### config.mk
export PLATFORM = sky130hd
export DESIGN_NAME = vga_rect_draw_unit
export DESIGN_NICKNAME = d
export VERILOG_FILES = /design/src/rtl/draw_pkg.sv /design/src/rtl/draw_cmd_fifo.sv /design/src/rtl/vga_rect_draw_unit.sv
export SDC_FILE = /design/constraint.sdc
export NUM_CORES = 1
export LEC_CHECK = 0
export BUFFER_PORTS_ARGS = -buffer_cell sky130_fd_sc_hd__buf_4
export CORE_MARGIN = 5
export CORE_UTILIZATION = 62
export CTS_BUF_LIST = sky130_fd_sc_hd__clkbuf_16
export DETAILED_ROUTE_END_ITERATION = 16
export MAX_ROUTING_LAYER = met4
export PLACE_DENSITY_LB_ADDON = 0.15
export SLEW_MARGIN = 25
export SYNTH_ARGS = -nofsm -noshare
export SYNTH_HDL_FRONTEND = slang
export SYNTH_SLANG_ARGS = --single-unit
### constraint.sdc
create_clock -name clk -period 6.3 [get_ports clk]
set_clock_uncertainty 0.1 [all_clocks]
set_input_delay 0.945 -clock clk [delete_from_list [all_inputs] [get_ports clk]]
set_output_delay 0.945 -clock clk [all_outputs]
set_load 0.01 [all_outputs]
### src/rtl/draw_pkg.sv
// Shared definitions for the rectangle draw unit: default 640x480@60 timing,
// command word layout helpers and the loader state encoding.
package draw_pkg;

  localparam int DEF_H_ACTIVE   = 640;
  localparam int DEF_H_FP       = 16;
  localparam int DEF_H_SYNC     = 96;
  localparam int DEF_H_BP       = 48;
  localparam int DEF_V_ACTIVE   = 480;
  localparam int DEF_V_FP       = 10;
  localparam int DEF_V_SYNC     = 2;
  localparam int DEF_V_BP       = 33;
  localparam int DEF_X_W        = 10;
  localparam int DEF_Y_W        = 10;
  localparam int DEF_COLOR_W    = 3;
  localparam int DEF_N_RECT     = 4;
  localparam int DEF_FIFO_DEPTH = 8;

  typedef enum int {
    F_COLOR,
    F_Y1,
    F_X1,
    F_Y0,
    F_X0,
    F_SLOT,
    F_EN
  } cmd_field_e;

  typedef enum logic [0:0] {
    LD_IDLE = 1'b0,
    LD_LOAD = 1'b1
  } ld_state_e;

  function automatic int clog2(input int n);
    int r;
    r = 0;
    while ((1 << r) < n) r++;
    return r;
  endfunction

  // Command word is {en, slot, x0, y0, x1, y1, color}, MSB first.
  function automatic int cmd_lsb(input cmd_field_e f, input int sw, input int xw,
                                 input int yw, input int cw);
    case (f)
      F_COLOR: return 0;
      F_Y1:    return cw;
      F_X1:    return cw + yw;
      F_Y0:    return cw + yw + xw;
      F_X0:    return cw + 2*yw + xw;
      F_SLOT:  return cw + 2*yw + 2*xw;
      F_EN:    return cw + 2*yw + 2*xw + sw;
      default: return 0;
    endcase
  endfunction

  function automatic int cmd_width(input int sw, input int xw, input int yw, input int cw);
    return 1 + sw + 2*xw + 2*yw + cw;
  endfunction

endpackage

### src/rtl/draw_cmd_fifo.sv
// Synchronous show-ahead FIFO holding draw commands until vertical blanking.
module draw_cmd_fifo
  import draw_pkg::*;
#(
  parameter int WIDTH = 8,
  parameter int DEPTH = 8
) (
  input  logic             clk,
  input  logic             reset,
  input  logic             we,
  input  logic             re,
  input  logic [WIDTH-1:0] din,
  output logic [WIDTH-1:0] dout,
  output logic             full,
  output logic             empty
);

  localparam int AW = clog2(DEPTH);

  logic [WIDTH-1:0] mem [DEPTH];
  logic [AW-1:0]    wr_ptr;
  logic [AW-1:0]    rd_ptr;
  logic [AW:0]      count;
  logic             push;
  logic             pop;

  assign full  = (count == (AW+1)'(DEPTH));
  assign empty = (count == '0);
  assign push  = we && !full;
  assign pop   = re && !empty;
  assign dout  = mem[rd_ptr];

  always_ff @(posedge clk or posedge reset) begin
    if (reset) begin
      wr_ptr <= '0;
      rd_ptr <= '0;
      count  <= '0;
    end else begin
      if (push) wr_ptr <= wr_ptr + 1'b1;
      if (pop)  rd_ptr <= rd_ptr + 1'b1;
      case ({push, pop})
        2'b10:   count <= count + 1'b1;
        2'b01:   count <= count - 1'b1;
        default: count <= count;
      endcase
    end
  end

  always_ff @(posedge clk) begin
    if (push) mem[wr_ptr] <= din;
  end

endmodule

### src/rtl/vga_rect_draw_unit.sv
// VGA timing generator with a bank of prioritised rectangle overlays; slot
// updates queue in a FIFO and are applied only during vertical blanking.
module vga_rect_draw_unit
  import draw_pkg::*;
#(
  parameter int CLK_DIV    = 2,
  parameter int H_ACTIVE   = DEF_H_ACTIVE,
  parameter int H_FP       = DEF_H_FP,
  parameter int H_SYNC     = DEF_H_SYNC,
  parameter int H_BP       = DEF_H_BP,
  parameter int V_ACTIVE   = DEF_V_ACTIVE,
  parameter int V_FP       = DEF_V_FP,
  parameter int V_SYNC     = DEF_V_SYNC,
  parameter int V_BP       = DEF_V_BP,
  parameter bit SYNC_POL   = 1'b0,
  parameter int X_W        = DEF_X_W,
  parameter int Y_W        = DEF_Y_W,
  parameter int COLOR_W    = DEF_COLOR_W,
  parameter int BG_COLOR   = 0,
  parameter int N_RECT     = DEF_N_RECT,
  parameter int SLOT_W     = clog2(N_RECT),
  parameter int FIFO_DEPTH = DEF_FIFO_DEPTH,
  parameter int CMD_W      = cmd_width(SLOT_W, X_W, Y_W, COLOR_W)
) (
  input  logic               clk,
  input  logic               reset,
  input  logic               we,
  input  logic [CMD_W-1:0]   data,
  output logic               full,
  output logic               overflow,
  output logic [COLOR_W-1:0] color,
  output logic               hsync,
  output logic               vsync,
  output logic               active,
  output logic               frame_start
);

  localparam int H_TOTAL = H_ACTIVE + H_FP + H_SYNC + H_BP;
  localparam int V_TOTAL = V_ACTIVE + V_FP + V_SYNC + V_BP;
  localparam int DIV_W   = (CLK_DIV > 1) ? clog2(CLK_DIV) : 1;

  localparam logic [DIV_W-1:0]   DIV_LAST = DIV_W'(CLK_DIV - 1);
  localparam logic [X_W-1:0]     H_LAST   = X_W'(H_TOTAL - 1);
  localparam logic [X_W-1:0]     H_ACT    = X_W'(H_ACTIVE);
  localparam logic [X_W-1:0]     H_SS     = X_W'(H_ACTIVE + H_FP);
  localparam logic [X_W-1:0]     H_SE     = X_W'(H_ACTIVE + H_FP + H_SYNC);
  localparam logic [Y_W-1:0]     V_LAST   = Y_W'(V_TOTAL - 1);
  localparam logic [Y_W-1:0]     V_ACT    = Y_W'(V_ACTIVE);
  localparam logic [Y_W-1:0]     V_SS     = Y_W'(V_ACTIVE + V_FP);
  localparam logic [Y_W-1:0]     V_SE     = Y_W'(V_ACTIVE + V_FP + V_SYNC);
  localparam logic [COLOR_W-1:0] BG       = COLOR_W'(BG_COLOR);

  localparam int OFF_COLOR = cmd_lsb(F_COLOR, SLOT_W, X_W, Y_W, COLOR_W);
  localparam int OFF_Y1    = cmd_lsb(F_Y1,    SLOT_W, X_W, Y_W, COLOR_W);
  localparam int OFF_X1    = cmd_lsb(F_X1,    SLOT_W, X_W, Y_W, COLOR_W);
  localparam int OFF_Y0    = cmd_lsb(F_Y0,    SLOT_W, X_W, Y_W, COLOR_W);
  localparam int OFF_X0    = cmd_lsb(F_X0,    SLOT_W, X_W, Y_W, COLOR_W);
  localparam int OFF_SLOT  = cmd_lsb(F_SLOT,  SLOT_W, X_W, Y_W, COLOR_W);
  localparam int OFF_EN    = cmd_lsb(F_EN,    SLOT_W, X_W, Y_W, COLOR_W);

  logic [DIV_W-1:0]   div_q;
  logic               pe;
  logic [X_W-1:0]     h_p0;
  logic [Y_W-1:0]     v_p0;
  logic               vblank;

  logic               active_p0;
  logic               hsync_p0;
  logic               vsync_p0;
  logic [COLOR_W-1:0] hit_color;
  logic [COLOR_W-1:0] color_p0;

  logic [N_RECT-1:0]  slot_en;
  logic [X_W-1:0]     slot_x0 [N_RECT];
  logic [X_W-1:0]     slot_x1 [N_RECT];
  logic [Y_W-1:0]     slot_y0 [N_RECT];
  logic [Y_W-1:0]     slot_y1 [N_RECT];
  logic [COLOR_W-1:0] slot_col [N_RECT];

  ld_state_e          ld_state;
  logic               fifo_empty;
  logic               fifo_re;
  logic [CMD_W-1:0]   cmd;
  logic               cmd_en;
  logic [SLOT_W-1:0]  cmd_slot;

  // Stage p0: pixel divider and raster counters
  assign pe     = (div_q == DIV_LAST);
  assign vblank = (v_p0 >= V_ACT);

  always_ff @(posedge clk or posedge reset) begin
    if (reset) begin
      div_q <= '0;
      h_p0  <= '0;
      v_p0  <= '0;
    end else begin
      div_q <= pe ? '0 : div_q + 1'b1;
      if (pe) begin
        if (h_p0 == H_LAST) begin
          h_p0 <= '0;
          v_p0 <= (v_p0 == V_LAST) ? '0 : v_p0 + 1'b1;
        end else begin
          h_p0 <= h_p0 + 1'b1;
        end
      end
    end
  end

  assign active_p0 = (h_p0 < H_ACT) && (v_p0 < V_ACT);
  assign hsync_p0  = (h_p0 >= H_SS && h_p0 < H_SE) ? SYNC_POL : ~SYNC_POL;
  assign vsync_p0  = (v_p0 >= V_SS && v_p0 < V_SE) ? SYNC_POL : ~SYNC_POL;

  // Walk from the highest slot down so the lowest matching index wins.
  always_comb begin
    hit_color = BG;
    for (int i = N_RECT - 1; i >= 0; i--) begin
      if (slot_en[i] &&
          slot_x0[i] <= h_p0 && h_p0 <= slot_x1[i] &&
          slot_y0[i] <= v_p0 && v_p0 <= slot_y1[i]) begin
        hit_color = slot_col[i];
      end
    end
  end

  assign color_p0 = active_p0 ? hit_color : '0;

  // Stage p1: registered video outputs
  always_ff @(posedge clk or posedge reset) begin
    if (reset) begin
      color       <= '0;
      hsync       <= ~SYNC_POL;
      vsync       <= ~SYNC_POL;
      active      <= 1'b0;
      frame_start <= 1'b0;
    end else begin
      frame_start <= pe && (h_p0 == '0) && (v_p0 == '0);
      if (pe) begin
        color  <= color_p0;
        hsync  <= hsync_p0;
        vsync  <= vsync_p0;
        active <= active_p0;
      end
    end
  end

  draw_cmd_fifo #(
    .WIDTH (CMD_W),
    .DEPTH (FIFO_DEPTH)
  ) u_fifo (
    .clk   (clk),
    .reset (reset),
    .we    (we),
    .re    (fifo_re),
    .din   (data),
    .dout  (cmd),
    .full  (full),
    .empty (fifo_empty)
  );

  always_ff @(posedge clk or posedge reset) begin
    if (reset) overflow <= 1'b0;
    else if (we && full) overflow <= 1'b1;
  end

  // Pops run at clk rate, independent of pe, so a full FIFO drains early in vblank.
  assign fifo_re  = (ld_state == LD_LOAD) && vblank && !fifo_empty;
  assign cmd_en   = cmd[OFF_EN];
  assign cmd_slot = cmd[OFF_SLOT +: SLOT_W];

  always_ff @(posedge clk or posedge reset) begin
    if (reset) begin
      ld_state <= LD_IDLE;
    end else begin
      case (ld_state)
        LD_IDLE: if (vblank && !fifo_empty) ld_state <= LD_LOAD;
        LD_LOAD: if (!vblank || fifo_empty) ld_state <= LD_IDLE;
        default: ld_state <= LD_IDLE;
      endcase
    end
  end

  always_ff @(posedge clk or posedge reset) begin
    if (reset) slot_en <= '0;
    else if (fifo_re) slot_en[cmd_slot] <= cmd_en;
  end

  always_ff @(posedge clk) begin
    if (fifo_re) begin
      slot_x0[cmd_slot]  <= cmd[OFF_X0 +: X_W];
      slot_y0[cmd_slot]  <= cmd[OFF_Y0 +: Y_W];
      slot_x1[cmd_slot]  <= cmd[OFF_X1 +: X_W];
      slot_y1[cmd_slot]  <= cmd[OFF_Y1 +: Y_W];
      slot_col[cmd_slot] <= cmd[OFF_COLOR +: COLOR_W];
    end
  end

endmodule

* After elaboration in Yosys (flattened, before gate mapping)
Memory sizes are Yosys's and may differ from the RTL's.
Cells that the tools add are included.
W data, S select, Z words.
** Operators by class
- Add/sub/neg operators :: 7
- Multipliers :: 0
- Div/mod/pow operators :: 0
- Order comparisons :: 25
- Equality and inequality tests :: 5
- Shifts and indexed selects :: 0
- Muxes and demuxes :: 21
- Bitwise gates (word level) :: 1
- Reductions and logical operators :: 37
** Operators with widths (count)
- $le A10 B10 Y1 :: 16
- $logic_and A1 B1 Y1 :: 28
- $add A10 B1 Y10 const B :: 2
- $eq A10 B10 Y1 const B :: 2
- $ge A10 B9 Y1 const B :: 2
- $logic_not A10 Y1 :: 2
- $lt A10 B10 Y1 const B :: 2
- $lt A10 B9 Y1 const B :: 2
- $mux W10 :: 2
- $mux W3 :: 5
- $ge A10 B10 Y1 const B :: 1
- $mux W1 :: 10
- $pmux W4 S2 :: 1
- $add A3 B1 Y3 const B :: 2
- $add A4 B1 Y4 const B :: 1
- $bwmux W4 :: 1
- $eq A4 B4 Y1 const B :: 1
- $logic_not A4 Y1 :: 1
- $sub A4 B1 Y4 const B :: 1
- $logic_not A1 Y1 :: 3
- $lt A2 B3 Y1 const B :: 1
- $demux W1 S2 :: 1
- $eq A2 B1 Y1 const B :: 1
- $eq A2 B2 Y1 const B :: 1
- other kinds (7) :: 7
** Storage, ports and cells
- Bits in registers :: 44
- Latch bits :: 0
- Bits in writable memories :: 540
- Memory bits (read-only) :: 0
- Output and inout bits :: 9
- Logic and storage cells :: 116
- Memories :: 6
** Memory list
- u_fifo.mem :: words 8, bits a word 46, rd ports 1, clocked after Yosys merged registers in 0, wr ports 1, line draw_cmd_fifo.sv:20 : logic [WIDTH-1:0] mem [DEPTH];
- slot_x0 :: words 4, bits a word 10, rd ports 4, clocked after Yosys merged registers in 0, wr ports 1, line vga_rect_draw_unit.sv:74 : logic [X_W-1:0] slot_x0 [N_RECT];
- slot_x1 :: words 4, bits a word 10, rd ports 4, clocked after Yosys merged registers in 0, wr ports 1, line vga_rect_draw_unit.sv:75 : logic [X_W-1:0] slot_x1 [N_RECT];
- slot_y0 :: words 4, bits a word 10, rd ports 4, clocked after Yosys merged registers in 0, wr ports 1, line vga_rect_draw_unit.sv:76 : logic [Y_W-1:0] slot_y0 [N_RECT];
- slot_y1 :: words 4, bits a word 10, rd ports 4, clocked after Yosys merged registers in 0, wr ports 1, line vga_rect_draw_unit.sv:77 : logic [Y_W-1:0] slot_y1 [N_RECT];
- slot_col :: words 4, bits a word 3, rd ports 4, clocked after Yosys merged registers in 0, wr ports 1, line vga_rect_draw_unit.sv:78 : logic [COLOR_W-1:0] slot_col [N_RECT];

* Depth between registers and ports, before layout
- Word-level depth :: 10
- Depth in mapped cells :: 13

* Hierarchy
A second synthesis with hierarchy kept.
** Second synthesis, totals
- Cells, all modules :: 1455
- Area total of the unflattened synthesis :: 25184.2 um2
** By module, submodules not included
- draw_cmd_fifo :: instances 1, cells each 599, area each 14445.1 um2, sequential area each 11300.8 um2
- vga_rect_draw_unit :: instances 1, cells each 856, area each 10739.0 um2, sequential area each 6018.3 um2

* Worst setup path before layout
Ideal clock, no wire load.
- Kind :: flip-flop to flip-flop
- From :: register v_p0[7]
- To :: register slot_en[2]
- Setup time :: 80 ps
- Data arrival time :: 5107 ps
- Data required time :: 6120 ps
- Slack :: 1012 ps
- Stages on the path, launching flop included :: 9
- Path buffers :: 1
- Cells stage by stage :: dfrtp_1 -> inv_1 -> nor2_1 -> a21oi_1 -> a21oi_1 -> and2_1 -> buf_2 -> nor3b_1 -> mux2_2
** On the way
- Word-level cells in the longest chain between the ends :: 3
** RTL lines
- start: declaration :: line vga_rect_draw_unit.sv:64 : logic [Y_W-1:0] v_p0;
- start signal: assignment :: line vga_rect_draw_unit.sv:101 : v_p0 <= (v_p0 == V_LAST) ? '0 : v_p0 + 1'b1;
- $ge A10 B9 Y1 :: line vga_rect_draw_unit.sv:89 : assign vblank = (v_p0 >= V_ACT);
- $logic_and A1 B1 Y1 (2 in a row) :: line vga_rect_draw_unit.sv:166 : assign fifo_re = (ld_state == LD_LOAD) && vblank && !fifo_empty;
- end signal: indexed assignment :: line vga_rect_draw_unit.sv:184 : else if (fifo_re) slot_en[cmd_slot] <= cmd_en;
- end: declaration :: line vga_rect_draw_unit.sv:73 : logic [N_RECT-1:0] slot_en;
No other way between the ends.
A chain may end at the register's enable or synchronous reset.

* Worst setup path after layout
- From :: register u_fifo.rd_ptr[0]
- To :: memory slot_col[0][2] (netlist bit) (enable)
** On the way
- Word-level cells in the longest chain between the ends :: 1
** RTL lines
- start: declaration :: line draw_cmd_fifo.sv:22 : logic [AW-1:0] rd_ptr;
- start signal: assignment :: line draw_cmd_fifo.sv:40 : if (pop) rd_ptr <= rd_ptr + 1'b1;
- $mem_v2 Z8 W46
- end: declaration :: line vga_rect_draw_unit.sv:78
No other way between the ends.

==> metrics.md <==
| Metric | Value |
|---|---|
| Number of cells on the worst hold path | 1 |
| Via count of the first global-routing pass | between 10000 and 15000 |
| Input/output buffers | 57 |
| Drt first pass iters | 5 |
| Average footprint of a synthesized cell | 17.3 um^2 |
| Core footprint | ~0.04 mm^2 |
| IO Count | between 50 and 60 |
| Post-synth EDFFs | 540 |
| Run status | finished clean |
| Antenna Diode Count | 0 |
| Relative area change from synthesis to final layout | 12.1% |
| Worst stage delay on the critical path | 0.91 ns |
| Achievable frequency | approximately 270 MHz |
| Iter 0 DRT Violations | 1165 |
| Post-synthesis async set-or-reset flop share | under 10% |
| Endpoints failing hold | 0 |
| Cell type with the largest total area after synthesis | sky130_fd_sc_hd__edfxtp_1 |
| NumNets Final | 1765 |
| Layout cell share with drive strength beyond 1 | roughly a fifth |
| Final routed DRC violation total | 0 |
| Synth area leaders | sky130_fd_sc_hd__edfxtp_1 65%, sky130_fd_sc_hd__ha_1 8.5%, sky130_fd_sc_hd__mux4_2 8.3% |
| Clock root cell | sky130_fd_sc_hd__clkbuf_16 |
| Crit end category | register |
| Clock latency reported for the late side of the worst-skew pair | 0.62 ns |
| Max capacitance violation total | 0 |
| Height of the chip | 211 um |
| CP max stage cell | sky130_fd_sc_hd__dfrtp_4 |
| Total number of vias | 13026 |
| Setup repair bufs after CTS | 0 |
| Pin count of the biggest net entering global routing | 60 |
| Period minus WS final | 3.68 ns |
| Kind of launch point of the worst setup path | register |
| R2R cell count | 5 |
| Die X-Extent | 211 um |
| Residual overflow from global routing | 0 |
| Static leakage | ~0.010 uW |
| Slew HR | 37.0% |
| Clock-pin slew reported for the worst setup and hold paths after clock tree synthesis | 0.06 ns |
| Antenna violations before repair | 0 |
| CTS tree | done |
| Critical Path Stages | 5 |
| Slew Viols, Final | 0 |
| PD cells | 313 mW/mm^2 |
| TritonCTS sink count | 584 |
| Overall routed net length | 52.4 mm |
| Maximum net fanout on the critical path | 38 |
| YS warnings | 0 |
| Ratio of routed vias to standard cells | 6.15 |
| Most used flip-flop cell after synthesis | sky130_fd_sc_hd__edfxtp_1 |
| Slew of the pin with the lowest slew margin | 0.933 ns |
| Routability-driven placement congestion ratio | 0.934 |
| Count of buffering cells on the critical path with inverters included | 1 |
| Worst ir drop on vdd | 0.000274 V |
| Post-DP HPWL | 32.8 mm |
| Syn Std Cell Area | 0.0249 mm^2 |
| Yosys cell types | 54 |
| Arrival time worst endpoint | 3.86 ns |
| Unrepaired setup endpoints after global routing | no |
| Sequential element share of the synthesized area | 69.5% |
| Core occupancy in the finished layout | a little over two thirds |
| Class of the tightest hold or removal check | reg -> reg |
| Critical-path cell list | mux4_2, mux2i_1, nand2_1, nor2_4, buf_4 |
| Number of gates given a new drive strength after cts | 0 |
| Antenna-violating nets left | 0 |
| Worst Setup Path Type | reg -> reg |
| Share of the clock period used by the worst path after layout | 58.4% |
| Die footprint | 0.0443 mm^2 |
| All-Layer GR Usage | 24.8% |
| Number of endpoints failing setup at the final stage | 0 |
| Required arrival time at the worst endpoint | 6.48 ns |
| Post-synthesis instance total | between 1000 and 1500 |
| Total CTS buffers | 57 |
| Maximum count of clock buffers along a single path | 3 |
| Synthesized netlist net count | around 1700 |
| Setup TNS after final layout | 0 ns |
| Top Family by Delay on Critical Path | multiplexers |
| Count of hold-fix buffers inserted at cts | 0 |
| Depth of the CTS H-tree | 2 |
| Area share of the largest cell type after synthesis | 65.1% |
| Detail-routed net length per standard cell | 24.7 um |
| Starting density of the core | 62.7% |
| Flip-flop and latch count after synthesis | approximately 600 |
| Wire length of the first global-routing pass | 80.9 mm |
| Standard-cell rows | 73 |
## layout make-up
type	count	area (um^2)
fill	2491	11800
sequential	584	17300
clock inverter	47	353
timing repair buffer	75	563
inverter	131	492
multi-input combinational	697	7080
tap	525	657
clock buffer	59	1480
## routing by layer
| metal | track usage (%) | routed length [um] | vias up |
|---|---|---|---|
| li1 | - | - | 5867 |
| met5 | - | 0 | - |
| met1 | 35.5 | 22600 | 6645 |
| met2 | 38.6 | 25500 | 432 |
| met3 | 3.41 | 2890 | 82 |
| met4 | 6.91 | 1330 | 0 |
## worst reg2reg max path, delay by kind of cell (launching register included)
kind / cells / cell delay [ns]
flops: 1 / 0.91
mux: 2 / 1.02
buf+inv: 1 / 0.43
simple gates: 2 / 0.90
## Yosys cell counts (all sizes together), types with 3 or more instances
cell type and number:
o21a 7, nor3 22, clkbuf 15, edfxtp 540, o21ai 34, nor2 39, nand4 37, o221ai 7
o211a 3, and4 3, mux2 50, xnor2 17, inv 131, ha 169, o22ai 3, a211oi 5
nor4 7, a21oi 54, dfrtp 42, a21o 22, buf 14, nand2b 7, o41ai 3, and3 3
a31oi 4, mux4 92, a221o 3, nand2 51, nand3 15, nor2b 11
## registers in the layout, summed over array words and instances, names as in the netlist
register	cells
u_fifo.mem	368
slot_x0	40
slot_x1	40
slot_y0	40
slot_y1	40
slot_col	12
h_p0	10
v_p0	10
slot_en	4
u_fifo.count	4
color	3
u_fifo.rd_ptr	3
u_fifo.wr_ptr	3
active	1
div_q	1
frame_start	1
hsync	1
ld_state	1
overflow	1
vsync	1
## per-stage QoR
step / area [um^2] / hold WS [ns] / cells / worst slack [ns] / power [uW]
finish: 27900 / 0.359 / 2118 / 2.62 / 8740
global route: 27900 / 0.364 / 2118 / 2.33 / 9030
CTS: 27900 / 0.360 / 2118 / 2.59 / 8810
detailed placement: 26100 / 0.346 / 2012 / 2.61 / 5520
global placement: 26100 / 0.340 / 2012 / 2.69 / 5480
floorplan: 24900 / 0.380 / 1441 / 1.01 / 5180
## logic make-up after synthesis
family                     synth area share, %
DFF                                       69.5
AOI/OAI and AO/OA                         4.02
xor gates and xnor gates                 0.668
adders and majority gates                 8.56
buffers and inverters                     2.44
muxes                                     10.7
and+or+nand+nor                           4.18
## power by group
part / internal [uW] / switching [uW] / leakage, uW / total (uW)
combinational: 210 / 464 / 0.00367 / 675
sequential: 4660 / 93.4 / 0.00545 / 4750
clock: 1900 / 1420 / 0.000943 / 3310
## cells in the final DEF (no fill, tap or decap), drive strengths merged, types with 37 or more instances in the layout
cell and instances:
ha 169, nor2 39, nand4 37, inv 146, a21oi 54, mux4 92
edfxtp 540, dfrtp 42, mux2 50, clkbuf 59, buf 75, nand2 51
## path summary, 6_finish.rpt
check                                 startpoint               end  slack [ns]
worst min register to register          overflow          overflow        0.36
worst min-delay path                    overflow          overflow        0.36
worst max-delay path            u_fifo.rd_ptr[0]    slot_col[0][2]        2.62
worst max register to register  u_fifo.rd_ptr[0]    slot_col[0][2]        2.62
min in group asynchronous                  reset          overflow        0.39
max in group asynchronous                  reset  u_fifo.rd_ptr[1]        5.14
Note: power is estimated with default switching activity, not from simulation.
